[src/rtl/wave_loader.sv]
// Waveform RAM loader: takes samples over valid/ready and writes them to addresses 0..len.
// Optional running checksum output enabled by defining WAVE_LOADER_CKSUM_EN.
module wave_loader #(
  parameter int A_WIDTH = 8,
  parameter int D_WIDTH = 8
) (
  input  logic               clk,
  input  logic               rst,
  input  logic               start,
  input  logic [A_WIDTH-1:0] len,
  input  logic               abort,
  input  logic               in_valid,
  input  logic [D_WIDTH-1:0] in_data,
  output logic               in_ready,
  output logic               wr_en,
  output logic [A_WIDTH-1:0] wr_addr,
  output logic [D_WIDTH-1:0] wr_data,
  output logic               busy,
`ifdef WAVE_LOADER_CKSUM_EN
  output logic [D_WIDTH-1:0] cksum,
`endif
  output logic               done
);

  typedef enum logic [1:0] {S_IDLE, S_LOAD, S_DONE} state_t;

  state_t             state_q;
  logic [A_WIDTH-1:0] addr_q;
  logic [A_WIDTH-1:0] addr_d;
  logic [A_WIDTH-1:0] last_q;
  logic               wr_en_q;
  logic [A_WIDTH-1:0] wr_addr_q;
  logic [D_WIDTH-1:0] wr_data_q;
  logic               hs;

  // abort wins over a same-cycle handshake, so the sample is dropped
  assign hs     = in_valid && (state_q == S_LOAD) && !abort;
  assign addr_d = addr_q + 1'b1;

`ifdef WAVE_LOADER_CKSUM_EN
  logic [D_WIDTH-1:0] cksum_q;
  logic [D_WIDTH-1:0] cksum_d;

  assign cksum_d = cksum_q + in_data;
  assign cksum   = cksum_q;

  always_ff @(posedge clk or negedge rst) begin
    if (!rst) begin
      cksum_q <= '0;
    end else if (state_q == S_IDLE && start) begin
      cksum_q <= '0;
    end else if (hs) begin
      cksum_q <= cksum_d;
    end
  end
`endif

  always_ff @(posedge clk or negedge rst) begin
    if (!rst) begin
      state_q   <= S_IDLE;
      addr_q    <= '0;
      last_q    <= '0;
      wr_en_q   <= 1'b0;
      wr_addr_q <= '0;
      wr_data_q <= '0;
    end else begin
      wr_en_q <= 1'b0;
      case (state_q)
        S_IDLE: begin
          if (start) begin
            last_q  <= len;
            addr_q  <= '0;
            state_q <= S_LOAD;
          end
        end
        S_LOAD: begin
          if (abort) begin
            state_q <= S_IDLE;
          end else if (hs) begin
            wr_en_q   <= 1'b1;
            wr_addr_q <= addr_q;
            wr_data_q <= in_data;
            addr_q    <= addr_d;
            if (addr_q == last_q) state_q <= S_DONE;
          end
        end
        S_DONE:  state_q <= S_IDLE;
        default: state_q <= S_IDLE;
      endcase
    end
  end

  // Status outputs decode directly from the state register
  assign in_ready = (state_q == S_LOAD);
  assign busy     = (state_q == S_LOAD);
  assign done     = (state_q == S_DONE);
  assign wr_en    = wr_en_q;
  assign wr_addr  = wr_addr_q;
  assign wr_data  = wr_data_q;

endmodule

[config.mk]
export PLATFORM = sky130hd
export DESIGN_NAME = wave_loader
export DESIGN_NICKNAME = d
export VERILOG_FILES = /design/src/rtl/wave_loader.sv
export SDC_FILE = /design/constraint.sdc
export NUM_CORES = 1
export LEC_CHECK = 0
export CAP_MARGIN = 20
export CORE_AREA = 2 2 54 66
export DETAILED_ROUTE_END_ITERATION = 16
export DIE_AREA = 0 0 56 68
export DONT_BUFFER_PORTS = 1
export PLACE_DENSITY = 0.69
export SLEW_MARGIN = 20
export SYNTH_ARGS = -nofsm -noshare
export SYNTH_HDL_FRONTEND = slang
export SYNTH_SLANG_ARGS = --single-unit
[constraint.sdc]
create_clock -name clk -period 2 [get_ports clk]
set_input_delay 0.5 -clock clk [delete_from_list [all_inputs] [get_ports clk]]
set_output_delay 0.5 -clock clk [all_outputs]
set_load 0.01 [all_outputs]
Word level (Yosys, flattened, before mapping)
Index checks and enable logic that the tools add are counted.

word-level totals
  bits in latches = 0
  output and inout port bits = 20
  register bits after elaboration = 35
  word-level logic and storage cells = 37
  bits of input ports = 21
  ROM bits = 0
  memories = 0
  bits in writable memories = 0

operators by class
  multiplexer cells = 12
  divide/modulo/power cells = 0
  reductions and logical operators = 9
  bitwise logic cells = 1
  shifts and indexed selects = 0
  multiply operators = 0
  magnitude comparators = 0
  add/sub/neg operators = 1
  eq/ne operators = 8

operators with widths
  operator             number
  $mux 8               3
  $pmux 8 s2           1
  $add 8x1->8 const B  1
  $eq 8x8->1           1
  $mux 2               4
  $ne 3x2->1 const B   2
  $reduce_and 3->1     2
  $ne 2x2->1 const B   2
  $pmux 2 s2           1
  $reduce_and 4->1     1
  $mux 1               3
  $eq 2x1->1 const B   1
  $eq 2x2->1 const B   1
  $logic_and 1x1->1    2
  $logic_not 2->1      1
  $ne 2x1->1 const B   1
  $reduce_and 2->1     1
  $reduce_bool 2->1    1
  $logic_not 1->1      1
  $not 1->1            1

Longest topological paths before layout
  word-level depth = 6
  depth in mapped cells = 5
  gate-level depth less buffers = 4

Worst setup path after synthesis
Ideal clock, no wire load.

  kind = input port to flip-flop
  from = input in_valid
  to = register wr_addr_q[0] (netlist: wr_addr[0])
  setup time = 128 ps
  buffers on the path = 2
  required time = 1872 ps
  stages on the path = 4
  arrival = 1486 ps
  slack = 387 ps
  path through = nor4bb_1 clkbuf_1 buf_2 mux2_1

on the way
  cells in the longest elaborated chain, start to end = 3

ends and longest elaborated chain
  item                            RTL line  source
  start, declared                 12        input logic in_valid,
  $logic_and 1x1->1 (2 in a row)  37        assign hs = in_valid && (state_q == S_LOAD) && !abort;
  $reduce_and 3->1 (no line)      -
  end signal, assigned            81        wr_addr_q <= addr_q;
  end, declared                   32        logic [A_WIDTH-1:0] wr_addr_q;

No other way between the ends.
A chain may end at the register's enable or synchronous reset.

Worst setup path after layout
  from = register state_q[1]
  to = output in_ready

on the way
  cells in the longest elaborated chain, start to end = 1

ends and longest elaborated chain
  item                    RTL line  source
  start, declared         27        state_t state_q;
  start signal, assigned  60        state_q <= S_IDLE;
  start signal, assigned  73        state_q <= S_LOAD;
  start signal, assigned  78        state_q <= S_IDLE;
  $eq 2x1->1              -
  end, declared           14        output logic in_ready,

No other way between the ends.

==> impl_metrics.ini <==
[routing]
num_vias = 906
routedWlPerCell_um = 16.3
dr.first_iter.drc_count = 20
wl_um = 2530
vias_per_cell = 5.85
drtPass1Iterations = 4
post-route-drc-count = 0
ant_nets = 0

[floorplan]
die_h_um = 68
rows = 23
coreArea_um2 = 3220
die_x_um = 56
die_area_um2 = 3810
num_io_pins = 41
start_util = 0.471

[worst_setup_path]
end_kind = output port
reg2reg_depth = 3
r2r_slack_ns = 0.36
crit_path_start = state_q[1]
cp.required_ns = 1.50
r2r-start = state_q[1]
path_max_fanout = 7
critical_path_class = register to output port
startpoint_type = register
critical_path_arrival_ns = 1.26
timing.rr.end = wr_addr[1]
cp-endpoint = in_ready

[timing]
timing.hold.ws_ns = 0.0404
final.min_clock_period_ns = 1.76
finalHoldViolCount = 0
fmax_mhz = 568
finalCritPeriodShare = 0.880
fin_skew_ns = 0.00543
worstMarginPinSlew_ns = 0.565
tns_ns = 0
grt_setup_unrepaired = false
setup_viol = 0
relSlewSlack = 0.623
slew_violations = 0

[power_and_ir_drop]
power_density_nw_per_um2 = 1010
power_leakage_uw = 0.000743
irDropWorstVdd_mv = 0.811

[global_routing]
antenna_found_initial = 0
grt_pass1_vias = 928
grtUsageTotal = 0.153
grt_max_degree = 36
grt_first_pass_wirelength_um = 4290
grt-ovfl-total = 0

[run_status]
outcome = complete, no violations

[clocking]
post_cts_buffers = 0
htreeDepth = 2
clkSinkCount = 35
cts_buffer_depth = 2
root_buffer = clkbuf_8
insertion_delay_ns = 0.28
clk_pin_slew_ns = 0.07
cts_tree = done
cts_buffers = 5

[layout]
area_delta_synth_final_pct = 11.9
instances_no_fill = 155
antennaDiodeCount = 0
final_nets = 139
layout-drive-gt1-share = 0.203

[synth]
synthTopCellsByArea = dfrtp_1, mux2_1, mux2_2
syn-num-nets = 135
seq_area_frac_synth = 0.577
postSynthAreaPerCell_um2 = 13.4
netlist_area_um2 = 1520
synth_top_cell_by_area = dfrtp_1
yosys_warnings = 0
synth_top_area_share = 0.577
ys_types = 30
synth-seq-cells = 35
syn-instance-count = 113

[placement]
dp_cells = 146
hpwlAfterDp_um = 1890
gp_congestion = 0.750
numPortBuffers = 0

[job]
maxCapViolCount = 0

[min_path]
hp-class = input pin to async pin
## cell families after synthesis
kind of cell | share of synthesized area
flops | 0.577
mux | 0.185
simple gates | 0.0881
compound gates | 0.0642
xor+xnor | 0.0519
buf+inv | 0.0255
fa+ha+maj | 0.00824
## cell usage in the layout, fill, tap and decap left out, types with 3 or more instances in the layout
master / n
a21oi_1: 3
clkbuf_8: 7
dfrtp_1: 35
mux2_1: 16
mux2_2: 9
nand3_1: 3
nand4_1: 3
nor2_1: 3
o21ai_0: 3
xnor2_1: 7
## worst max-delay path: stages, from the launching register on
cell and delay, ns:
dfrtp_1 0.46, or2b_1 0.30, inv_1 0.23
## what timing repair did
action,4_1_cts,5_1_grt
endpoints found under the hold margin,35,0
hold buffers,1,0
resized for setup,0,0
## sequential cells by signal (all words and copies together) (netlist names)
signal,flops
last_q,8
wr_en,1
addr_q,8
wr_addr,8
state_q,2
wr_data,8
## worst min-delay path by stage
stage	from	endpoint	slack, ns	cells past startpoint
detailed placement	rst	wr_addr[1]	0.21	0
finish	rst	wr_data[5]	0.04	1
floorplan	rst	addr_q[0]	0.20	0
global route	rst	addr_q[4]	0.04	1
CTS	rst	wr_data[5]	0.04	1
global placement	rst	wr_data[1]	0.21	0
## synth_stat cells, drive strengths merged
cell type	number
o31ai	2
o32ai	1
and2b	1
inv	2
dfrtp	35
mux2	25
buf	5
nand2	2
a2111oi	1
nor4	1
ha	1
or2b	1
or4	2
nor4bb	1
clkbuf	1
a21oi	3
a22o	1
a21o	1
nand3b	2
a31oi	1
nand2b	1
nand4	3
nand3	3
xor2	2
nor2	3
o21ai	5
xnor2	7
## per-stage QoR
stage / area (µm²) / setup WS (ns) / util / total power (µW)
final: 1700 / 0.241 / 0.528 / 1720
after global routing: 1700 / 0.166 / 0.528 / 1810
after CTS: 1700 / 0.215 / 0.528 / 1750
after detailed placement: 1580 / 0.293 / 0.489 / 1170
after global placement: 1580 / 0.351 / 0.489 / 1150
after floorplan: 1520 / 0.387 / - / 1120
## cell type report
class,count,area [µm²]
tap,37,46.3
multi-input combinational,70,619
sequential,35,876
timing repair buffer,3,47.5
clock inverter,1,7.51
clock buffer,7,96.3
inverter,2,7.51
fill,290,1520
## metal layers
metal / GRT usage / share of wire / vias to the layer above
met4: 0.125 / 0.035 / 0
met2: 0.266 / 0.51 / 37
met1: 0.148 / 0.38 / 448
met5: 0 / 0 / -
li1: - / - / 412
met3: 0.0529 / 0.073 / 9
## where the power goes
part | internal, µW | switching (µW) | total [µW]
Clock | 313 | 236 | 548
Sequential | 821 | 115 | 935
Combinational | 135 | 98.2 | 233
Total | 1270 | 448 | 1720
(Power assumes the default switching activity.)
